`src/rtl/zbuf_pkg.sv`:
```
// zbuf_pkg: z-buffer geometry, depth word, far-plane value and clear FSM states
package zbuf_pkg;
    localparam int H_RES = 320;
    localparam int V_RES = 240;
    localparam int Z_WIDTH = 8;
    localparam int ZBUF_ADDR_W = 20;
    localparam logic [Z_WIDTH-1:0] Z_FAR = 8'hFF;
    localparam logic [8:0] X_MAX = 9'(H_RES - 1);
    localparam logic [7:0] Y_MAX = 8'(V_RES - 1);
    localparam logic [ZBUF_ADDR_W-1:0] ROW_STEP = ZBUF_ADDR_W'(H_RES);
    typedef enum logic [1:0] {ZC_IDLE, ZC_SWEEP, ZC_DONE} zc_state_t;
endpackage

```
`src/rtl/zbuf_rect_addr_gen.sv`:
```
// zbuf_rect_addr_gen: raster-order address walker over a rectangle, one step per granted write
module zbuf_rect_addr_gen
    import zbuf_pkg::*;
(
    input  logic                   clk,
    input  logic                   reset,
    input  logic                   load,
    input  logic                   advance,
    input  logic [8:0]             x0,
    input  logic [8:0]             x1,
    input  logic [7:0]             y0,
    input  logic [7:0]             y1,
    output logic [ZBUF_ADDR_W-1:0] addr,
    output logic                   last
);
    logic [8:0] x_q, x_d, x0_q, x0_d, x1_q, x1_d;
    logic [7:0] y_q, y_d, y1_q, y1_d;
    logic [ZBUF_ADDR_W-1:0] rb_q, rb_d, addr_q, addr_d;
    // Load computes the first row base once; afterwards rows advance by adding H_RES
    always_comb begin
        x_d = x_q;
        y_d = y_q;
        x0_d = x0_q;
        x1_d = x1_q;
        y1_d = y1_q;
        rb_d = rb_q;
        addr_d = addr_q;
        if (load) begin
            x0_d = x0;
            x1_d = x1;
            y1_d = y1;
            x_d = x0;
            y_d = y0;
            rb_d = ZBUF_ADDR_W'(y0) * ROW_STEP;
            addr_d = rb_d + ZBUF_ADDR_W'(x0);
        end else if (advance) begin
            if (x_q == x1_q) begin
                x_d = x0_q;
                y_d = y_q + 8'd1;
                rb_d = rb_q + ROW_STEP;
                addr_d = rb_d + ZBUF_ADDR_W'(x0_q);
            end else begin
                x_d = x_q + 9'd1;
                addr_d = addr_q + ZBUF_ADDR_W'(1);
            end
        end
    end
    // Counter and address registers
    always_ff @(posedge clk) begin
        if (reset) begin
            x_q <= '0;
            y_q <= '0;
            x0_q <= '0;
            x1_q <= '0;
            y1_q <= '0;
            rb_q <= '0;
            addr_q <= '0;
        end else begin
            x_q <= x_d;
            y_q <= y_d;
            x0_q <= x0_d;
            x1_q <= x1_d;
            y1_q <= y1_d;
            rb_q <= rb_d;
            addr_q <= addr_d;
        end
    end
    assign addr = addr_q;
    assign last = (x_q == x1_q) && (y_q == y1_q);
endmodule

```
`src/rtl/zbuf_clear.sv`:
```
// zbuf_clear: fills a rectangle of the z-buffer with the far depth before rasterization
module zbuf_clear
    import zbuf_pkg::*;
(
    input  logic                   clk,
    input  logic                   reset,
    input  logic                   start,
    input  logic [8:0]             x0,
    input  logic [8:0]             x1,
    input  logic [7:0]             y0,
    input  logic [7:0]             y1,
    output logic                   busy,
    output logic                   done,
    output logic                   frag_ready,
    output logic                   mem_req,
    input  logic                   mem_gnt,
    output logic                   ena,
    output logic [3:0]             wea,
    output logic [ZBUF_ADDR_W-1:0] addra,
    output logic [Z_WIDTH-1:0]     dina
);
    zc_state_t state_q, state_d;
    logic [8:0] x1c;
    logic [7:0] y1c;
    logic empty, load, sweep, wr, last;
    assign x1c = (x1 > X_MAX) ? X_MAX : x1;
    assign y1c = (y1 > Y_MAX) ? Y_MAX : y1;
    assign empty = (x0 > x1c) || (y0 > y1c);
    assign sweep = (state_q == ZC_SWEEP);
    assign load = (state_q == ZC_IDLE) && start;
    assign wr = sweep && mem_gnt;
    // Next state: start only accepted in IDLE, empty rectangles skip straight to DONE
    always_comb begin
        state_d = state_q;
        state_d = (state_q == ZC_IDLE)  ? (start ? (empty ? ZC_DONE : ZC_SWEEP) : ZC_IDLE) :
                  (state_q == ZC_SWEEP) ? ((wr && last) ? ZC_DONE : ZC_SWEEP) :
                                          ZC_IDLE;
    end
    // State register
    always_ff @(posedge clk) begin
        if (reset) state_q <= ZC_IDLE;
        else state_q <= state_d;
    end
    zbuf_rect_addr_gen u_gen (
        .clk(clk),
        .reset(reset),
        .load(load),
        .advance(wr),
        .x0(x0),
        .x1(x1c),
        .y0(y0),
        .y1(y1c),
        .addr(addra),
        .last(last)
    );
    assign busy = sweep;
    assign mem_req = sweep;
    assign frag_ready = !sweep;
    assign done = (state_q == ZC_DONE);
    assign ena = wr;
    assign wea = {4{wr}};
    assign dina = Z_FAR;
endmodule

```
`config.mk`:
```
export PLATFORM = sky130hd
export DESIGN_NAME = zbuf_clear
export DESIGN_NICKNAME = d
export VERILOG_FILES = /design/src/rtl/zbuf_pkg.sv /design/src/rtl/zbuf_rect_addr_gen.sv /design/src/rtl/zbuf_clear.sv
export SDC_FILE = /design/constraint.sdc
export NUM_CORES = 1
export LEC_CHECK = 0
export CAP_MARGIN = 25
export CORE_MARGIN = 2
export CORE_UTILIZATION = 35
export DETAILED_ROUTE_END_ITERATION = 12
export SYNTH_ARGS = -nofsm -noshare
export SYNTH_HDL_FRONTEND = slang
export SYNTH_SLANG_ARGS = --single-unit
export TNS_END_PERCENT = 30
```
`constraint.sdc`:
```
create_clock -name clk -period 3.4 [get_ports clk]
set_input_delay 0.68 -clock clk [delete_from_list [all_inputs] [get_ports clk]]
set_output_delay 0.68 -clock clk [all_outputs]
set_load 0.05 [all_outputs]
```
# After elaboration in Yosys (flattened, before gate mapping)
# Index checks and enable logic that the tools add are counted.
# W data, S select, Z words.
classes:
  n_shift: 0
  div_mod_pow: 0
  n_reduce_logical: 12
  eq_ne: 4
  bitwise: 0
  n_mul: 1
  magnitude_cmp: 4
  muxes: 19
  add_sub_neg: 6
ops:
  columns: ["op", "count"]
  rows:
  - ["$mux W20", 3]
  - ["$mux W17", 3]
  - ["$mux W9", 4]
  - ["$mux W8", 4]
  - ["$add A20 B1 Y20 const B", 1]
  - ["$add A20 B9 Y20", 1]
  - ["$add A20 B9 Y20 const B", 1]
  - ["$add A17 B9 Y18", 1]
  - ["$mul A8 B3 Y11 const B", 1]
  - ["$mux W2", 5]
  - ["$add A9 B1 Y9 const B", 1]
  - ["$eq A9 B9 Y1", 1]
  - ["$gt A9 B9 Y1", 1]
  - ["$gt A9 B9 Y1 const B", 1]
  - ["$add A8 B1 Y8 const B", 1]
  - ["$eq A8 B8 Y1", 1]
  - ["$gt A8 B8 Y1", 1]
  - ["$gt A8 B8 Y1 const B", 1]
  - ["$logic_and A1 B1 Y1", 4]
  - ["$reduce_and A2 Y1", 2]
  - ["$reduce_bool A2 Y1", 2]
  - ["$eq A2 B1 Y1 const B", 1]
  - ["$eq A2 B2 Y1 const B", 1]
  - ["$logic_not A2 Y1", 1]
  - ["3 further kinds", 3]
word_totals:
  inputBits: 38
  wordCells: 55
  reg_bits: 85
  latchBits: 0
  mem_bits_rw: 0
  memories: 0
  romBits: 0

# Logic depth before layout (Yosys ltp)
# Gate-level depths: netlist (run 1).
depth:
  word_depth: 7
  mapped_depth: 10

# Modules after synthesis
# A second synthesis (run 1) with hierarchy kept.
unflattened:
  cells_unflattened: 740
  area_unflattened_um2: 5895.7
modules_own_cells:
  columns: ["module", "cells_each", "instances", "seq_area_each_um2", "area_per_inst_um2"]
  rows:
  - ["zbuf_rect_addr_gen", 632, 1, 1541.5, 5138.7]
  - ["zbuf_clear", 108, 1, 40.0, 757.0]

# Least setup slack after synthesis (run 1)
# No wires, ideal clock.
synth_timing:
  path_type: "input to register"
  startpoint: "in y0[1]"
  endpoint: "reg u_gen.addr_q[15], in the netlist u_gen.addr[15]"
  cell_stages: 9
  path_slack_ns: 0.532
  t_arrival_ns: 2.794
  setup_time_ns: 0.074
  n_path_buf: 0
  path_cell_list: "ha_1 > ha_1 > fa_1 > a211o_1 > a21o_1 > a311oi_1 > and4_1 > o21ai_0 > a31oi_1"
synth_between:
  elab_chain_len: 3
synth_lines:
  columns: ["item", "line", "source"]
  rows:
  - ["start: declaration", "zbuf_clear.sv:10", "input logic [7:0] y0,"]
  - ["$mul A8 B3 Y11", "zbuf_rect_addr_gen.sv:34", "rb_d = ZBUF_ADDR_W'(y0) * ROW_STEP;"]
  - ["$add A17 B9 Y18", "zbuf_rect_addr_gen.sv:35", "addr_d = rb_d + ZBUF_ADDR_W'(x0);"]
  - ["$mux W20", "zbuf_rect_addr_gen.sv:28", "if (load) begin"]
  - ["end signal: assignment", "zbuf_rect_addr_gen.sv:65", "addr_q <= addr_d;"]
  - ["end: declaration", "zbuf_rect_addr_gen.sv:18", "logic [ZBUF_ADDR_W-1:0] rb_q, rb_d, addr_q, addr_d;"]
# No other way between the ends.
# A chain may end at the register's enable or synchronous reset.

# Final worst setup path (run 1)
# Same ends and word-level chain as after synthesis.

==> metrics.md, run 1 <==
| Metric | Value |
|---|---|
| Run status | `complete, no violations` |
| GR Overflow Total | `0` |
| DR pass1 iterations | `5` |
| Vias | `5,484` |
| Peak Freq | `316 MHz` |
| Max-cap violation count | `0` |
| Clk Latency, worst-skew pair | `340 ps` |
| Drt wl/cell | `15.2 um` |
| Sum Neg Setup Slack | `0 ps` |
| Die width | `133 um` |
| Crit path kind | `input port to register` |
| Setup-violating endpoint count in the final report | `0` |
| Die Y | `133 um` |
| Power density cells | `448 mW/mm^2` |
| Clk slew on worst S/H paths | `60 ps` |
| Synthesis warning total | `0` |
| Die ar. | `0.0176 mm^2` |
| Avg Cell Area, Syn | `7.75 um^2` |
| Vias in the first global route | `5,083` |
| Clock period minus worst slack | `3160 ps` |
| # clock sinks | `79` |
| Slew headroom | `51.3%` |
| EDFF count, synth | `0` |
| Crit start category | `input port` |
| Port-buffer cells | `66` |
| First-pass GRT wire length | `26,300 um` |
| Routability-driven placement congestion ratio | `0.822` |
| # DRC | `0` |
| R2r setup slk | `1040 ps` |
| Largest net degree at the start of global routing | `51` |
| Total Nets Final | `888` |
| Htree depth | `3` |
| Core Util, Final | `43.8%` |
| Dpl ws | `-108 ps` |
| Yosys top cell by area | `dfxtp_1` |
| CP Max Fanout | `3` |
| Synth top area share | `27.3%` |
| Layout area overhead | `21.3%` |
| Synth Cell Area | `0.00578 mm^2` |
| # fillers | `1,692` |
| Vias per cell | `5.33` |
| Antenna Violating Nets Remaining | `0` |
| Post-cts sizing count | `0` |
| CTS Buf Count | `9` |
| Final Worst Setup Slack | `236 ps` |
| DRT Wirelength | `15,700 um` |
| Hold Vio Cnt, Final | `0` |
| Post-route cell area | `0.00701 mm^2` |
| RSZ-0062 raised after global routing | `no` |
| Worst endpoint data arrival time | `3420 ps` |
| Worst-Margin Slew | `728 ps` |
| Ant diodes | `0` |
| Std cell rows | `46` |
| Cells after synthesis | `746` |
| FFs w/ async S/R, synth | `0%` |
| Detail Placement HPWL | `12,000 um` |
| Primary FF master, synth | `dfxtp_1` |
| Starting Density | `36.1%` |
| Area contributors post-synth | `dfxtp_1 (27%), ha_1 (8.4%), nand2_1 (5.8%)` |
| Hold-fix buffers at CTS | `0` |
| Fin. max-slew vios | `0` |
| CTS tree | `built` |
| Required time of the critical path | `3660 ps` |
| Yosys cell types | `64` |
| Initial antenna violation count | `0` |
| Period utilisation layout | `93.0%` |
| LEAKAGE | `2.71 nW` |
| DR iter-0 viols | `408` |
| Total track usage | `18.2%` |
| Synth Register Bits | `79` |
| Crit end category | `register` |
| CTS Buffer Depth | `2` |
| Proportion of layout cells with a drive suffix above 1 | `8.12%` |
| Total core area | `0.0160 mm^2` |
| Clock skew | `7.35 ps` |
| HP Class | `register to register` |
| VDD IR max | `251 uV` |
| Sequential cell area fraction in the yosys report | `27.3%` |
| Area post-placement | `0.00671 mm^2` |
| Clock root cell | `clkbuf_16` |
| Post-CTS setup buffer count | `0` |
| Top Ports | `75` |
kinds of logic after synthesis:
family | count (synthesis) | share of synthesized area (%)
other | 1 | 0.0648
xor gates and xnor gates | 69 | 10.5
muxes | 5 | 0.952
AOI/OAI and AO/OA | 206 | 23.2
adders and majority gates | 42 | 9.48
DFF | 79 | 27.3
and+or+nand+nor | 274 | 23.0
buffers and inverters | 70 | 5.56
stage by stage:
step                      total power, W  std cells  hold WS [ps]
final                            0.00314       1029           452
after global routing             0.00333       1029           492
after CTS                        0.00317       1029           452
after detailed placement         0.00217       1013           443
after global placement           0.00216       1013           438
after floorplan                  0.00185        753           433
worst paths after layout:
path	from	endpoint	cells past startpoint
setup / recovery	y0[1]	u_gen.addr[15]	10
hold / removal	u_gen.x0_q[4]	u_gen.x0_q[4]	2
setup reg to reg	u_gen.rb_q[6]	u_gen.addr[13]	8
hold reg to reg	u_gen.x0_q[4]	u_gen.x0_q[4]	2
metal layers:
layer	GRT usage, %	share of wire (%)	up-vias
li1	-	-	2817
met1	26.6	50	2510
met2	28.2	44	146
met3	2.45	5.2	11
met4	4.54	0.89	0
met5	0	0	-
sequential cells by signal, summed over array words and instances (netlist names):
register    flops
u_gen.x_q       9
state_q         2
u_gen.addr     20
u_gen.rb_q     14
u_gen.x1_q      9
u_gen.y_q       8
u_gen.y1_q      8
u_gen.x0_q      9
layout by cell type (no fill, tap or decap), drive strengths merged, types with 29 or more instances in the layout:
cell type | synthesis | layout
nand2 | 89 | 89
clkdlybuf4s50 | 0 | 60
nor2 | 67 | 67
o21ai | 29 | 29
a31oi | 30 | 30
buf | 22 | 37
dfxtp | 79 | 79
ha | 39 | 39
a21oi | 54 | 54
xor2 | 33 | 33
xnor2 | 36 | 36
area by class of cell:
cell class | count | area [um^2] | area share (%)
Timing Repair Buffer | 97 | 888 | 12.7
Multi-Input combinational cell | 604 | 3910 | 55.8
Sequential cell | 79 | 1580 | 22.6
Tap cell | 216 | 270 | 3.85
Inverter | 17 | 63.8 | 0.910
Clock inverter | 4 | 52.6 | 0.749
Clock buffer | 12 | 246 | 3.51
worst max-delay path: stages:
cell	delay [ps]
clkdlybuf4s50_1	430
ha_1	310
ha_1	230
fa_1	400
a211o_1	310
a21o_1	160
a311oi_1	400
and4_1	240
o21ai_0	80
a31oi_1	170
synth_stat cells, types with 5 or more instances:
| cell | instances |
|---|---|
| nand2_1 | 89 |
| dfxtp_1 | 79 |
| nor2_1 | 67 |
| a21oi_1 | 54 |
| ha_1 | 39 |
| xnor2_1 | 36 |
| xor2_1 | 33 |
| clkbuf_1 | 31 |
| a31oi_1 | 30 |
| o21ai_0 | 29 |
| a211oi_1 | 27 |
| nand3_1 | 27 |
| nand4_1 | 22 |
| inv_1 | 16 |
| nor3_1 | 14 |
| a21o_1 | 13 |
| buf_4 | 13 |
| and4_1 | 11 |
| o211ai_1 | 10 |
| buf_2 | 8 |
| nand2b_1 | 8 |
| and2_1 | 7 |
| and3_1 | 6 |
| o21a_1 | 6 |
| a211o_1 | 5 |
where the power goes:
part	internal, W	switching, W
clock network	0.000594	0.000396
registers	0.00102	0.000135
logic	0.000408	0.000591
total	0.00202	0.00112
Note: power is estimated with default switching activity, not from simulation.
==> run 2: changes to the inputs <==
--- a/config.mk
+++ b/config.mk
@@ -5,10 +5,12 @@
 export SDC_FILE = /design/constraint.sdc
 export NUM_CORES = 1
 export LEC_CHECK = 0
+export ABC_AREA = 1
 export CAP_MARGIN = 25
 export CORE_MARGIN = 2
 export CORE_UTILIZATION = 35
 export DETAILED_ROUTE_END_ITERATION = 12
+export SKIP_LAST_GASP = 1
 export SYNTH_ARGS = -nofsm -noshare
 export SYNTH_HDL_FRONTEND = slang
 export SYNTH_SLANG_ARGS = --single-unit
==> metrics.md, run 2 <==
| Metric | Value |
|---|---|
| Run status | `complete, no violations` |
| Post-cts sizing count | `0` |
| Starting Density | `35.6%` |
| Total track usage | `19.0%` |
| Antenna Violating Nets Remaining | `0` |
| Layout area overhead | `19.4%` |
| First-pass GRT wire length | `27,200 um` |
| Max-cap violation count | `0` |
| Sum Neg Setup Slack | `0 ps` |
| CP Max Fanout | `4` |
| Crit path kind | `input port to register` |
| Core Util, Final | `42.6%` |
| Yosys top cell by area | `dfxtp_1` |
| Yosys cell types | `45` |
| Crit path cell chain | `clkdlybuf4s50_1 > ha_1 > ha_1 > fa_1 > xor2_1 > inv_1 > nor2_1 > nand2_1 > nor2_1 > nand2_1 > nand2_1 > nor2_1 > a21oi_1` |
| CP max-delay cell | `clkdlybuf4s50_1` |
| Area contributors post-synth | `dfxtp_1 (27%), nand2_1 (15%), ha_1 (8.3%)` |
| Routability-driven placement congestion ratio | `0.821` |
| DRT Wirelength | `16,700 um` |
| Slew headroom | `56.3%` |
| Initial antenna violation count | `0` |
| DR pass1 iterations | `5` |
| GR Overflow Total | `0` |
| Most frequent cells in the layout | `nand2_1 (240), inv_1 (88), dfxtp_1 (79)` |
| Ant diodes | `0` |
| Hold Vio Cnt, Final | `0` |
| Clock root cell | `clkbuf_16` |
| Synth Register Bits | `79` |
| Most common cell after layout, fill and taps aside | `nand2_1` |
| HP Class | `register to register` |
| EDFF count, synth | `0` |
| CP peak stage delay | `540 ps` |
| Crit start category | `input port` |
| Hold-fix buffers at CTS | `0` |
| Fin. max-slew vios | `0` |
| Die width | `133 um` |
| Clk slew on worst S/H paths | `60 ps` |
| Die ar. | `0.0178 mm^2` |
| Clock skew | `6.72 ps` |
| Htree depth | `3` |
| VDD IR max | `301 uV` |
| Std cell rows | `47` |
| CTS Buf Count | `9` |
| Total Nets Final | `1,021` |
| # DRC | `0` |
| Avg Cell Area, Syn | `6.65 um^2` |
| Largest net degree at the start of global routing | `40` |
| FFs w/ async S/R, synth | `0%` |
| Post-CTS setup buffer count | `0` |
| Max reg flops | `20` |
| Crit end category | `register` |
| Synth top area share | `26.9%` |
| Post-route cell area | `0.00701 mm^2` |
| Vias | `5,817` |
| Period utilisation layout | `86.0%` |
| Top-count cell post-synth | `nand2_1` |
| Sequential cell area fraction in the yosys report | `26.9%` |
| Worst-Margin Slew | `655 ps` |
| Synth Cell Area | `0.00587 mm^2` |
| Area post-placement | `0.00674 mm^2` |
| Proportion of layout cells with a drive suffix above 1 | `7.40%` |
| Required time of the critical path | `3680 ps` |
| R2r setup slk | `940 ps` |
| DR iter-0 viols | `313` |
| Port-buffer cells | `66` |
| Setup-violating endpoint count in the final report | `0` |
| Total core area | `0.0165 mm^2` |
| Post-synth top cells | `nand2_1 (240), inv_1 (88), dfxtp_1 (79)` |
| Synthesis warning total | `0` |
| Power density cells | `431 mW/mm^2` |
| # clock sinks | `79` |
| LEAKAGE | `2.93 nW` |
| Worst endpoint data arrival time | `3200 ps` |
| Clock period minus worst slack | `2920 ps` |
| Clk Latency, worst-skew pair | `340 ps` |
| Peak Freq | `342 MHz` |
| Cells after synthesis | `882` |
| CTS Buffer Depth | `2` |
| Die Y | `133 um` |
| Drt wl/cell | `14.3 um` |
| Top Ports | `75` |
| Primary FF master, synth | `dfxtp_1` |
| Vias in the first global route | `5,440` |
| CTS tree | `built` |
| RSZ-0062 raised after global routing | `no` |
| Detail Placement HPWL | `12,800 um` |
| Vias per cell | `4.99` |
==> run 2: changes by cell type in the layout (fill, tap and decap cells not counted), moves of 11 or more <==
cell	delta
nand3_1	+21
a21o_1	-12
nand2_1	+152
and4_1	-11
inv_1	+72
o21ai_0	+20
xnor2_1	-19
a211oi_1	-23
buf_4	-20
==> run 2: power by group <==
group	switching (W)	total (W)	internal, W
logic	0.000633	0.000993	0.000360
registers	0.000116	0.00113	0.00102
clock network	0.000404	0.000894	0.000491
==> run 2: cell type report <==
cell class | count | area [um^2]
sequential | 79 | 1580
timing repair buffer | 81 | 823
fill | 1763 | 9460
multi-input combinational | 671 | 3690
inverter | 99 | 372
tap | 220 | 275
clock inverter | 6 | 37.5
clock buffer | 10 | 229
==> run 2: metal layers <==
metal	track usage [%]	wire length (um)	part of all wire (%)	up-vias
li1	-	-	-	3023
met2	32.9	7850	47	131
met3	2.97	697	4.2	16
met1	25.2	7970	48	2647
met5	0	0	0	-
met4	4.02	170	1.0	0
==> run 2: kinds of logic (layout without fill, tap and decap cells) <==
logic type | Yosys count | count (layout) | synth area share, %
flops | 79 | 79 | 26.9
fa+ha+maj | 42 | 42 | 9.34
compound gates | 170 | 170 | 16.7
buf+inv | 139 | 196 | 10.6
other cells | 1 | 8 | 0.0639
xor+xnor | 42 | 42 | 6.27
simple gates | 409 | 409 | 30.1
==> run 2: worst max-delay path, delay by kind of cell <==
family / cells / cell delay [ps]
AO/OA/AOI/OAI: 1 / 150
XOR/XNOR: 1 / 260
adder cells (fa/ha/maj): 3 / 930
buffers and inverters: 2 / 630
AND/OR/NAND/NOR: 6 / 550
==> run 2: path summary, 6_finish.rpt <==
| path | from | depth (start not counted) | endpoint |
|---|---|---|---|
| worst max register to register | u_gen.rb_q[6] | 15 | u_gen.addr[15] |
| worst max-delay path | y0[3] | 13 | u_gen.addr[16] |
| worst min register to register | u_gen.x0_q[4] | 2 | u_gen.x0_q[4] |
| worst min-delay path | u_gen.x0_q[4] | 2 | u_gen.x0_q[4] |
==> run 2: stage by stage <==
step / worst slack (ps) / hold slack, ps / total power, W / cells
final: 475 / 466 / 0.00302 / 1166
after global routing: 256 / 475 / 0.00320 / 1166
after CTS: 491 / 465 / 0.00304 / 1166
after detailed placement: 143 / 456 / 0.00214 / 1150
after global placement: 164 / 452 / 0.00214 / 1150
after floorplan: 417 / 445 / 0.00184 / 889
